**src/rtl/bin2bcd_pkg.sv**
```systemverilog
// Shared types and constants for the sequential binary-to-BCD converter.
//   state_t     : converter FSM states
//   SEG_*       : active-low seven-segment patterns, bit order gfedcba
//   min_digits  : smallest digit count able to hold 2^width - 1 in BCD
package bin2bcd_pkg;

  typedef enum logic [1:0] {
    StIdle  = 2'd0,
    StShift = 2'd1,
    StDone  = 2'd2
  } state_t;

  localparam logic [6:0] SEG_0     = 7'b1000000;
  localparam logic [6:0] SEG_1     = 7'b1111001;
  localparam logic [6:0] SEG_2     = 7'b0100100;
  localparam logic [6:0] SEG_3     = 7'b0110000;
  localparam logic [6:0] SEG_4     = 7'b0011001;
  localparam logic [6:0] SEG_5     = 7'b0010010;
  localparam logic [6:0] SEG_6     = 7'b0000010;
  localparam logic [6:0] SEG_7     = 7'b1111000;
  localparam logic [6:0] SEG_8     = 7'b0000000;
  localparam logic [6:0] SEG_9     = 7'b0010000;
  localparam logic [6:0] SEG_BLANK = 7'b1111111;

  function automatic int unsigned min_digits(input int unsigned width);
    longint unsigned max_val;
    longint unsigned lim;
    int unsigned     d;
    max_val = (64'd1 << width) - 64'd1;
    lim     = 64'd1;
    d       = 0;
    while (lim <= max_val) begin
      lim = lim * 64'd10;
      d   = d + 1;
    end
    return d;
  endfunction

endpackage

```
**src/rtl/bin2bcd_seq_seg7_decode.sv**
```systemverilog
// Combinational BCD digit to active-low seven-segment decoder (gfedcba).
//   bcd_i : one BCD digit
//   seg_o : segment pattern; codes 10-15 give a blank display
module seg7_decode
  import bin2bcd_pkg::*;
(
  input  logic [3:0] bcd_i,
  output logic [6:0] seg_o
);

  always_comb begin
    seg_o = SEG_BLANK;
    case (bcd_i)
      4'd0:    seg_o = SEG_0;
      4'd1:    seg_o = SEG_1;
      4'd2:    seg_o = SEG_2;
      4'd3:    seg_o = SEG_3;
      4'd4:    seg_o = SEG_4;
      4'd5:    seg_o = SEG_5;
      4'd6:    seg_o = SEG_6;
      4'd7:    seg_o = SEG_7;
      4'd8:    seg_o = SEG_8;
      4'd9:    seg_o = SEG_9;
      default: seg_o = SEG_BLANK;
    endcase
  end

endmodule

```
**src/rtl/bin2bcd_seq.sv**
```systemverilog
// Sequential shift-and-add-3 binary-to-BCD converter, one input bit per clock.
//   clk, rst : clock (rising edge), asynchronous active-high reset
//   start_i  : request conversion of bin_i (ignored while busy_o)
//   bin_i    : binary value, sampled on the accepting edge only
//   busy_o   : conversion in progress
//   done_o   : one-cycle pulse, bcd_o valid from this cycle on
//   bcd_o    : packed BCD, units in [3:0], held until the next completion
//   seg_o    : (BIN2BCD_SEG_EN only) registered active-low segments per digit
// Optional feature macro: BIN2BCD_SEG_EN.
module bin2bcd_seq
  import bin2bcd_pkg::*;
#(
  parameter int unsigned WIDTH  = 8,
  parameter int unsigned DIGITS = 3
) (
  input  logic                  clk,
  input  logic                  rst,
  input  logic                  start_i,
  input  logic [WIDTH-1:0]      bin_i,
  output logic                  busy_o,
  output logic                  done_o,
`ifdef BIN2BCD_SEG_EN
  output logic [7*DIGITS-1:0]   seg_o,
`endif
  output logic [4*DIGITS-1:0]   bcd_o
);

  localparam int unsigned BcdW = 4 * DIGITS;
  localparam int unsigned SrW  = BcdW + WIDTH;
  localparam int unsigned CntW = $clog2(WIDTH + 1);

  if (DIGITS < min_digits(WIDTH)) begin : g_digits_check
    $error("bin2bcd_seq: DIGITS too small to represent 2^WIDTH-1");
  end

  state_t            state_q, state_d;
  logic [SrW-1:0]    sr_q, sr_d, sr_adj;
  logic [CntW-1:0]   cnt_q, cnt_d;
  logic [BcdW-1:0]   bcd_q, bcd_d;
  logic              load_bcd;

  // Add-3 correction on every BCD field before the shift; 4-bit wrap is intended.
  always_comb begin
    sr_adj = sr_q;
    for (int i = 0; i < int'(DIGITS); i++) begin
      if (sr_q[WIDTH+4*i +: 4] >= 4'd5) begin
        sr_adj[WIDTH+4*i +: 4] = sr_q[WIDTH+4*i +: 4] + 4'd3;
      end
    end
  end

  always_comb begin
    state_d  = state_q;
    sr_d     = sr_q;
    cnt_d    = cnt_q;
    load_bcd = 1'b0;
    busy_o   = 1'b0;
    done_o   = 1'b0;
    case (state_q)
      StIdle, StDone: begin
        done_o  = (state_q == StDone);
        state_d = StIdle;
        if (start_i) begin
          sr_d    = {{BcdW{1'b0}}, bin_i};
          cnt_d   = CntW'(WIDTH);
          state_d = StShift;
        end
      end
      StShift: begin
        busy_o = 1'b1;
        sr_d   = {sr_adj[SrW-2:0], 1'b0};
        cnt_d  = cnt_q - CntW'(1);
        if (cnt_q == CntW'(1)) begin
          load_bcd = 1'b1;
          state_d  = StDone;
        end
      end
      default: state_d = StIdle;
    endcase
    bcd_d = load_bcd ? sr_d[SrW-1 -: BcdW] : bcd_q;
  end

  always_ff @(posedge clk or posedge rst) begin
    if (rst) begin
      state_q <= StIdle;
      sr_q    <= '0;
      cnt_q   <= '0;
      bcd_q   <= '0;
    end else begin
      state_q <= state_d;
      sr_q    <= sr_d;
      cnt_q   <= cnt_d;
      bcd_q   <= bcd_d;
    end
  end

  assign bcd_o = bcd_q;

`ifdef BIN2BCD_SEG_EN
  logic [7*DIGITS-1:0] seg_d, seg_q;

  for (genvar g = 0; g < int'(DIGITS); g++) begin : g_dec
    seg7_decode u_dec (
      .bcd_i (bcd_d[4*g +: 4]),
      .seg_o (seg_d[7*g +: 7])
    );
  end

  always_ff @(posedge clk or posedge rst) begin
    if (rst) begin
      seg_q <= '1;
    end else if (load_bcd) begin
      seg_q <= seg_d;
    end
  end

  assign seg_o = seg_q;
`endif

endmodule
```
**config.mk**
```make
export PLATFORM = sky130hd
export DESIGN_NAME = bin2bcd_seq
export DESIGN_NICKNAME = d
export VERILOG_FILES = /design/src/rtl/bin2bcd_pkg.sv /design/src/rtl/bin2bcd_seq_seg7_decode.sv /design/src/rtl/bin2bcd_seq.sv
export SDC_FILE = /design/constraint.sdc
export NUM_CORES = 1
export LEC_CHECK = 0
export BUFFER_PORTS_ARGS = -buffer_cell sky130_fd_sc_hd__buf_2
export CELL_PAD_IN_SITES_DETAIL_PLACEMENT = 1
export CELL_PAD_IN_SITES_GLOBAL_PLACEMENT = 1
export CORE_UTILIZATION = 47
export DETAILED_ROUTE_END_ITERATION = 6
export GPL_ROUTABILITY_DRIVEN = 0
export PLACE_DENSITY = 0.83
export REMOVE_ABC_BUFFERS = 1
export SYNTH_ARGS = -nofsm -noshare
export SYNTH_HDL_FRONTEND = slang
export SYNTH_SLANG_ARGS = --single-unit
export TNS_END_PERCENT = 10
```
**constraint.sdc**
```tcl
create_clock -name clk -period 2.9 [get_ports clk]
set_clock_uncertainty 0.2 [all_clocks]
set_input_delay 0.435 -clock clk [delete_from_list [all_inputs] [get_ports clk]]
set_output_delay 0.435 -clock clk [all_outputs]
set_load 0.02 [all_outputs]
```
-- After elaboration in Yosys (flattened, before gate mapping)
Index checks and enable logic that the tools add are counted.
- flip-flop bits (word level): 38
- bits in latches: 0
- RAM bits: 0
- bits in read-only memories: 0
- input bits: 11
- output and inout bits: 14
- logic and storage cells: 35
- memories: 0
- $add $sub $neg: 4
- multipliers: 0
- div/mod/pow operators: 0
- $lt $le $gt $ge: 3
- equal/unequal tests: 5
- shifts and indexed selects: 0
- muxes and demuxes: 14
- bitwise gates (word level): 0
- reductions and logical operators: 4
- operator list (operator ; number):
    one-hot mux 20 bit (2 select lines) ; 1
    2-to-1 mux 20 bit ; 1
    greater-or-equal comparator 4 x 3 -> 1 bit (second input constant) ; 3
    2-to-1 mux 4 bit ; 3
    adder 4 x 2 -> 4 bit (second input constant) ; 2
    one-hot mux 4 bit (2 select lines) ; 1
    2-to-1 mux 1 bit ; 5
    == test 4 x 1 -> 1 bit (second input constant) ; 1
    inequality test 2 bit (second input constant) ; 2
    one-hot mux 2 bit (2 select lines) ; 1
    subtractor 4 x 1 -> 4 bit (second input constant) ; 1
    adder 3 x 2 -> 3 bit (second input constant) ; 1
    2-to-1 mux 3 bit ; 1
    == test 2 x 1 -> 1 bit (second input constant) ; 1
    == test 2 bit (second input constant) ; 1
    zero test 2 bit ; 1
    2-to-1 mux 2 bit ; 1
    AND reduction 2 bit ; 1
    nonzero test 2 bit ; 1
    OR reduction 2 bit ; 1

-- Logic depth before layout (Yosys ltp)
Gate-level depths: netlist of the first run.
- depth in word-level cells: 4
- gate-level depth with buffers: 9

-- Least setup slack after synthesis of the first run
OpenSTA, ideal clock, no wires.
- kind: reg2reg
- start point: reg cnt_q[1]
- end point: reg bcd_q[10], in the netlist bcd_o[10]
- data arrival time: 1441 ps
- slack: 1135 ps
- stages on the path, launching flop included: 7
- buffers on the path: 0
- period minus slack after synthesis: 1765 ps
- path through: dfrtp_1 inv_1 ha_1 nor3b_1 nand2_1 inv_2 mux2_2
- longest elaborated chain between the ends: 3
- RTL lines (what ; RTL line ; text):
    start: declaration ; bin2bcd_seq.sv:38 ; logic [CntW-1:0] cnt_q, cnt_d;
    start signal: assignment ; bin2bcd_seq.sv:92 ; cnt_q <= cnt_d;
    == test 4 x 1 -> 1 bit ; bin2bcd_seq.sv:73 ; if (cnt_q == CntW'(1)) begin
    2-to-1 mux 1 bit ; bin2bcd_seq.sv:73 ;
    2-to-1 mux 1 bit ; bin2bcd_seq.sv:59 ; case (state_q)
    end signal: assignment ; bin2bcd_seq.sv:88 ; bcd_q <= '0;
    end signal: assignment ; bin2bcd_seq.sv:93 ; bcd_q <= bcd_d;
    end: declaration ; bin2bcd_seq.sv:39 ; logic [BcdW-1:0] bcd_q, bcd_d;
Every way passes these cells.
A chain may end at the register's enable or synchronous reset.

-- Worst setup path after layout of the first run
- start point: reg state_q[0]
- end point: out busy_o
- longest elaborated chain between the ends: 2
- RTL lines (what ; RTL line ; text):
    start: declaration ; bin2bcd_seq.sv:36 ; state_t state_q, state_d;
    start signal: assignment ; bin2bcd_seq.sv:85 ; state_q <= StIdle;
    start signal: assignment ; bin2bcd_seq.sv:90 ; state_q <= state_d;
    == test 2 x 1 -> 1 bit ; bin2bcd_seq.sv:59 ;
    2-to-1 mux 1 bit ; bin2bcd_seq.sv:59 ;
    end: declaration ; bin2bcd_seq.sv:20 ; output logic busy_o,
Every way passes these cells.

==> flow_summary.toml, run 1 <==
[outcome]
outcome = "complete, no violations"

[worst_setup_path]
crit_buf_inv = 3
crit_chain = "nand2b_1 > inv_2 > buf_4 > buf_2"
critPathMaxStageDelay_ns = 0.51
crit_required_ns = 2.27
crit_start = "state_q[0]"
crit_arrival_ns = 1.70
cp_slowest_cell = "dfrtp_1"
criticalPathCategory = "reg2out"
start_kind = "register"
crit-reg2reg-launch = "state_q[0]"
cp-end-kind = "output port"
critical_path.max_fanout = 19
cpLargestDelayFamily = "buffers and inverters"

[sta]
clock.fmax_mhz = 427
tightestPinTransition_ns = 0.634
finalHoldViolations = 0
period_needed_ns = 2.34
setup_viol = 0
grt_setup_unrepaired = "false"
slew_headroom_pct = 57.7
timing.final.crit_share_pct = 80.7
drv_slew = 0
setup_tns_ns = 0

[synth]
synth_cell_types = 28
synth_edf_count = 0
synth_flop_cell = "dfrtp_1"
synth_top_area_cell = "dfrtp_1"
postSynthCellCount = 173
synth_seq_cells = 38
syn_avg_cell_area_um2 = 10.6
synthTopCellsByArea = "dfrtp_1 52%, nand2_1 6.6%, ha_1 5.5%, mux2_2 4.9%, o21ai_0 2.5%"
ys_seq_area_share_pct = 52.1
async_flop_share_pct = 100
netlist.area_leader.share_pct = 52.1
synth_area_um2 = 1830
yosys_warnings = 0

[global_route]
busiest_layer = "met2"
grt_util_all_layers_pct = 24.8
grt_pass1_wl_mm = 7.32
antenna_found_initial = 0
grt_pass1_vias = 1457
use_met1_pct = 27.6
use_met3_pct = 6.79
grt_overflow_total = 0
grt_max_degree = 39
gr-usage-met2_pct = 42.6

[cells_and_area]
syn_to_final_growth_pct = 13.2
antenna_cells = 0
layout_commonest_cell = "dfrtp_1"
drive_above_1_share_pct = 23.5
final_cell_mix = "38 x dfrtp_1, 32 x nand2_1, 24 x buf_2"
fin_nets = 218

[placed_design]
hpwl_mm = 2.84
numPortBuffers = 24

[clocking]
cts_num_sinks = 38
clock_latency_ns = 0.29
htree_levels = 2
numCtsBuffers = 5
hold_buffers = 0
cts_root_buffer = "clkbuf_8"
clockBufferDepth = 2
cts.clk_slew.worst_paths_ns = 0.07
cts_tree = "done"
cts_setup_buffers = 0
cts_resized = 0

[route]
via_count = 1367
routed_wirelength_mm = 4.28
antenna_left = 0
drt_iter0_markers = 41
drc = 0
first_pass_iters = 4
wl_per_cell_um = 17.3
via_per_inst = 5.51

[die]
fp.dieH_um = 64.3
dieArea_um2 = 4140
boundaryPins = 25
start_util_pct = 49.5
num_rows = 22
core_area_um2 = 3690
dieWidth_um = 64.3

[worst_hold_path]
worstHoldPathType = "in2async"

[pwr]
p_leak_nw = 1.04
irDropWorstVdd_uv = 543
cellPowerDensity_nw_per_um2 = 1230
finalPower_mw = 2.54

[run]
maxCapViolCount = 0
==> power breakdown <==
group,internal (mW),switching [mW],total [mW]
sequential,0.776,0.213,0.989
clock,0.192,0.182,0.374
combinational,0.484,0.690,1.17
total,1.45,1.08,2.54
==> final timing paths <==
path                       slack, ns  depth (start not counted)  endpoint
min in group clk                0.16                          3   sr_q[3]
min reg2reg                     0.28                          2   sr_q[6]
max reg2reg                     0.81                          6  bcd_o[3]
min                             0.05                          3  bcd_o[4]
max in group asynchronous       2.11                          3   sr_q[3]
max                             0.56                          4    busy_o
==> Yosys cell counts (all sizes together) (4+ instances only) <==
master and number:
mux2 11, inv 11, a22o 5, ha 8, a22oi 4, nor2 9, dfrtp 38, a21oi 5
nand2 32, nand2b 5, buf 5, o21ai 9, xnor2 4
==> per-layer routing <==
layer | routed length, um | up-vias
li1 | - | 644
met1 | 1800 | 676
met2 | 2210 | 37
met3 | 160 | 10
met4 | 116 | 0
met5 | 0 | -
==> final cells by class <==
type | count | area, um^2
Tap cell | 48 | 60.1
Sequential cell | 38 | 951
Clock buffer | 7 | 86.3
Inverter | 11 | 41.3
Clock inverter | 1 | 5.00
Fill cell | 437 | 1620
Multi-Input combinational cell | 117 | 788
Timing Repair Buffer | 26 | 135
==> worst register-to-register path, stage by stage, from the launching register on <==
cell	delay [ns]
dfrtp_1	0.49
nand2b_1	0.36
inv_2	0.07
buf_4	0.22
a32oi_1	0.28
nand2_1	0.11
mux2_4	0.26
==> state kept, by name (all words and copies together) (netlist names) <==
signal,flops
sr_q,20
state_q,2
bcd_o,12
cnt_q,4
==> logic make-up after synthesis <==
family / count (synthesis) / synth area share, %
flops: 38 / 52.1
xor+xnor: 5 / 2.40
simple gates: 55 / 13.8
mux: 11 / 7.40
fa+ha+maj: 8 / 5.48
buf+inv: 18 / 4.73
compound gates: 38 / 14.1
==> stage by stage <==
step	instances	hold WS (ns)	area (um^2)	util (%)	setup slack, ns
after CTS	248	0.0557	2070	56.0	0.527
after global routing	248	0.0853	2070	56.0	0.441
after global placement	240	0.261	1980	53.6	0.892
final	248	0.0450	2070	56.0	0.561
after detailed placement	240	0.267	1980	53.6	0.843
after floorplan	166	0.246	1780	-	0.878
No activity file was read; power rests on OpenSTA's default activity.
==> run 2: changes to the inputs <==
Settings changed: ABC_AREA set to 1, CORE_UTILIZATION 47 to 43, PLACE_DENSITY 0.83 to 0.8.
Clock period 2.9 ns to 2.35 ns, I/O delays scaled along.
==> run 2 against run 1 <==
Register-to-register slack got worse by 0.15 ns. Sequential power grew 18%. Global-route usage decreased by 3.7 points. Setup slack got worse by 0.041 ns. Die area is 15% higher. Clock power rose by 22%. Clock-buffer cell count unchanged. Final area up 5.1%. Via count up 14%. Critical path depth decreased by 1. Critical path type unchanged. Largest cell class unchanged.
==> flow_summary.toml, run 2 <==
[sta]
setup_tns_ns = 0
finalHoldViolations = 0
grt_setup_unrepaired = "false"
setup_viol = 0
clock.fmax_mhz = 546
layout_setup_ws_ns = 0.520
slew_headroom_pct = 67.2
timing.final.crit_share_pct = 77.9
drv_slew = 0
tightestPinTransition_ns = 0.492
whs_ns = 0.118
period_needed_ns = 1.83

[route]
first_pass_iters = 4
routed_wirelength_mm = 4.33
via_count = 1556
drt_iter0_markers = 89
wl_per_cell_um = 14.3
antenna_left = 0
via_per_inst = 5.14
drc = 0

[clocking]
numCtsBuffers = 5
clock_latency_ns = 0.29
cts.clk_slew.worst_paths_ns = 0.07
cts_root_buffer = "clkbuf_8"
cts_resized = 0
cts_tree = "done"
cts_num_sinks = 38
clockBufferDepth = 2
htree_levels = 2

[synth]
async_flop_share_pct = 100
synthTopCellsByCount = "75 x nand2_1, 38 x dfrtp_1, 22 x inv_1, 22 x nand3_1, 11 x nand2_2"
synth_seq_cells = 38
synthTopCellsByArea = "dfrtp_1 49%, nand2_1 15%, nand3_1 5.7%, ha_1 5.2%, inv_1 4.3%"
synth_most_common_cell = "nand2_1"
netlist.area_leader.share_pct = 49.4
postSynthCellCount = 224
synth_flop_cell = "dfrtp_1"
syn_avg_cell_area_um2 = 8.59
synth_top_area_cell = "dfrtp_1"
ys_seq_area_share_pct = 49.4
synth_cell_types = 31
synth_area_um2 = 1920
yosys_warnings = 0
synth_edf_count = 0

[run]
maxCapViolCount = 0

[cells_and_area]
stdcell_count = 303
largest_reg_flops = 20
fin_nets = 271
design_area_um2 = 2170
regMostFlops = "sr_q"
drive_above_1_share_pct = 20.9
final_cell_mix = "75 x nand2_1, 38 x dfrtp_1, 24 x buf_2"
fin_util_pct = 52.4
syn_to_final_growth_pct = 12.9
layout_commonest_cell = "nand2_1"
antenna_cells = 0

[worst_setup_path]
r2r.worst_path.cells = 9
crit_start = "state_q[0]"
critical_path.max_fanout = 15
crit_arrival_ns = 1.28
crit-reg2reg-launch = "state_q[0]"
criticalPathCategory = "reg2out"
r2r_slack_ns = 0.66
cp-end-kind = "output port"
critPathMaxStageDelay_ns = 0.39
r2r_end = "bcd_o[10]"
crit_required_ns = 1.80
start_kind = "register"
crit_chain = "inv_2 > nor2_8 > buf_2"
cp_slowest_cell = "dfrtp_1"

[placed_design]
dpl_cell_area_um2 = 2070
dp_worst_setup_slack_ns = 0.643
numPortBuffers = 24
dp.cells = 294
hpwl_mm = 3.17

[pwr]
combPwrFrac_pct = 49.8
irDropWorstVdd_uv = 632
power_switching_mw = 1.51
p_int_mw = 1.74
finalPower_mw = 3.25
pwr-share-seq_pct = 36.1
netSwitchingFraction_pct = 46.4
p_leak_nw = 1.13
cellPowerDensity_nw_per_um2 = 1500
p_clk_share_pct = 14.1

[global_route]
grt_overflow_total = 0
grt_max_degree = 39
grt_pass1_vias = 1560
grt_util_all_layers_pct = 21.1
grt_pass1_wl_mm = 7.14
antenna_found_initial = 0

[die]
dieArea_um2 = 4750
num_rows = 23
core_area_um2 = 4140
start_util_pct = 46.4
boundaryPins = 25
dieWidth_um = 68.9
fp.dieH_um = 68.9

[worst_hold_path]
min_path_cells = 3
worstHoldPathType = "in2reg"
hold_start = "bin_i[2]"
hold_path_end = "sr_q[2]"

[outcome]
outcome = "complete, no violations"
-- run 2: worst max path at each step --
| stage | endpoint | slack, ns | cells past startpoint |
|---|---|---|---|
| after CTS | busy_o | 0.51 | 3 |
| after global placement | bcd_o[8] | 0.72 | 6 |
| after detailed placement | bcd_o[10] | 0.64 | 9 |
| final | busy_o | 0.52 | 3 |
| after global routing | busy_o | 0.43 | 3 |
| after floorplan | bcd_o[0] | 0.78 | 6 |
-- run 2: what timing repair did --
item                                   4_1_cts  5_1_grt
endpoints found under the hold margin       38        0
hold buffers                                 1        0
setup buffers                                0        0
-- run 2: cells by family after synthesis --
| logic type | share of synthesized area (%) |
|---|---|
| AND/OR/NAND/NOR | 29.8 |
| flip-flops | 49.4 |
| buffers and inverters | 8.26 |
| AO/OA/AOI/OAI | 6.89 |
| adder cells (fa/ha/maj) | 5.20 |
| XOR/XNOR | 0.455 |
-- run 2: final cells by class --
class	instances	area (um^2)
clock buffer	7	86.3
multi-input combinational	154	815
fill	527	1970
sequential	38	951
clock inverter	1	5.00
tap	50	62.6
inverter	26	108
timing repair buffer	27	145
-- run 2: per-layer routing --
metal | GRT usage, % | share of wire (%) | vias to the layer above
li1 | - | - | 769
met4 | 7.14 | 1.0 | 0
met5 | 0 | 0 | -
met1 | 27.8 | 48 | 767
met2 | 33.5 | 48 | 15
met3 | 5.43 | 2.8 | 5
-- run 2: power groups by stage --
stage | registers, mW | logic (mW) | clock network (mW)
finish | 1.17 | 1.62 | 0.458
global route | 1.21 | 1.84 | 0.498
CTS | 1.18 | 1.64 | 0.477
detailed placement | 1.18 | 1.64 | 0
global placement | 1.18 | 1.58 | 0
floorplan | 1.25 | 1.10 | 0
-- run 2: worst max-delay path, delay by kind of cell (launching register included) --
family                 cells  cell delay [ns]
AND/OR/NAND/NOR            1             0.26
flip-flops                 1             0.39
buffers and inverters      2             0.35
==> run 3: changes to the inputs <==
Clock period 2.35 ns to 1.7 ns, I/O delays scaled along.
==> run 3 against run 2 <==
Power is 52% higher. Flip-flop and latch count stayed put. Via count is 4.8% higher. Clock power is 29% higher. Hold slack worse by 0.095 ns. First-iteration DRC count is 43% lower. Combinational power is 67% higher. Register-to-register slack worse by 0.58 ns. Highest routed layer unchanged. Non-clock buffer count is 17 higher.
==> flow_summary.toml, run 3 (same netlist as run 2, synthesis figures left out) <==
[route]
antenna_left = 0
first_pass_iters = 4
via_per_inst = 5.11
via_count = 1630
wl_per_cell_um = 15.2
routed_wirelength_mm = 4.86
drc = 0
drt_iter0_markers = 51

[cells_and_area]
multi_input_area_um2 = 840
final_cell_mix = "70 x nand2_1, 38 x dfrtp_1, 23 x buf_2"
stdcell_count = 319
syn_to_final_growth_pct = 21.3
antenna_cells = 0
seq_area_um2 = 951
largest_reg_flops = 20
fin_util_pct = 56.3
drive_above_1_share_pct = 27.9
design_area_um2 = 2330
n_fill_cell = 517
fin_nets = 288
layout_commonest_cell = "nand2_1"
regMostFlops = "sr_q"

[pwr]
p_leak_nw = 1.22
cellPowerDensity_nw_per_um2 = 2120
finalPower_mw = 4.94
irDropWorstVdd_uv = 862

[sta]
clock.fmax_mhz = 611
timing.final.crit_share_pct = 96.3
finalHoldViolations = 0
tightestPinTransition_ns = 0.484
grt_setup_unrepaired = "true"
slew_headroom_pct = 67.8
period_needed_ns = 1.64
setup_viol = 0
drv_slew = 0

[global_route]
grt_pass1_wl_mm = 7.65
grt_max_degree = 39
grt_util_all_layers_pct = 23.2
grt_pass1_vias = 1614
grt_overflow_total = 0
antenna_found_initial = 0

[placed_design]
numPortBuffers = 24
dp.cells = 297
hpwl_mm = 3.25
dpl_cell_area_um2 = 2090

[clocking]
cts_root_buffer = "clkbuf_8"
cts.clk_slew.worst_paths_ns = 0.07
clockBufferDepth = 2
clock_latency_ns = 0.30
numCtsBuffers = 5
cts_num_sinks = 38
htree_levels = 2
cts_tree = "done"

[die]
start_util_pct = 46.4
dieWidth_um = 68.9
fp.dieH_um = 68.9
dieArea_um2 = 4750
num_rows = 23
boundaryPins = 25
core_area_um2 = 4140

[worst_setup_path]
crit_arrival_ns = 1.18
start_kind = "register"
critical_path.max_fanout = 7
criticalPathCategory = "reg2out"
cp-end-kind = "output port"
crit_required_ns = 1.24

[outcome]
outcome = "complete, no violations"

[run]
maxCapViolCount = 0

[worst_hold_path]
worstHoldPathType = "in2reg"
## run 3: layout make-up
type                            count  share of cell area, %
Clock buffer                        7                   3.27
Inverter                           26                   5.04
Multi-Input combinational cell    154                   36.0
Sequential cell                    38                   40.8
Tap cell                           50                   2.68
Timing Repair Buffer               44                   12.3
## run 3: layer usage
layer	track usage (%)	share of wire, %
met1	29.3	45
met2	38.2	51
met3	6.09	2.4
met4	7.65	1.4
met5	0	0
## run 3: critical path, stage by stage, from the launching register on
cell	delay, ns
dfrtp_1	0.41
clkinv_4	0.10
nor2_8	0.13
buf_6	0.13
buf_6	0.11
## run 3: through the flow
stage | setup TNS, ns | hold WS, ns | worst slack, ns
after floorplan | 0 | 0.202 | 0.132
after global placement | 0 | 0.196 | 0.0960
after detailed placement | 0 | 0.206 | 0.0539
after CTS | 0 | 0.0136 | 0.00135
after global routing | -0.0141 | 0.0422 | -0.00820
final | 0 | 0.0226 | 0.0628
## run 3: timing repair
action / CTS / global route
setup endpoints to repair: 1 / 10
hold endpoints to repair: 38 / 0
setup buffers: 2 / 12
hold buffers: 1 / 0
pin swaps: 1 / 1
resized for setup: 3 / 13
## run 3: power by group
part	leakage [nW]	switching (mW)	internal [mW]	total, mW
logic	0.705	1.63	1.08	2.71
registers	0.475	0.306	1.33	1.63
clock network	0.0383	0.311	0.282	0.593
total	1.22	2.25	2.69	4.94
## run 3: final timing paths
path / from / cells past startpoint / slack [ns] / to
setup reg to reg: state_q[0] / 9 / 0.08 / bcd_o[7]
hold reg to reg: bcd_o[3] / 2 / 0.28 / bcd_o[3]
setup / recovery: state_q[0] / 4 / 0.06 / busy_o
max in group asynchronous: rst / 4 / 0.52 / bcd_o[1]
hold / removal: bin_i[2] / 3 / 0.02 / sr_q[2]
min in group asynchronous: rst / 4 / 0.45 / sr_q[19]
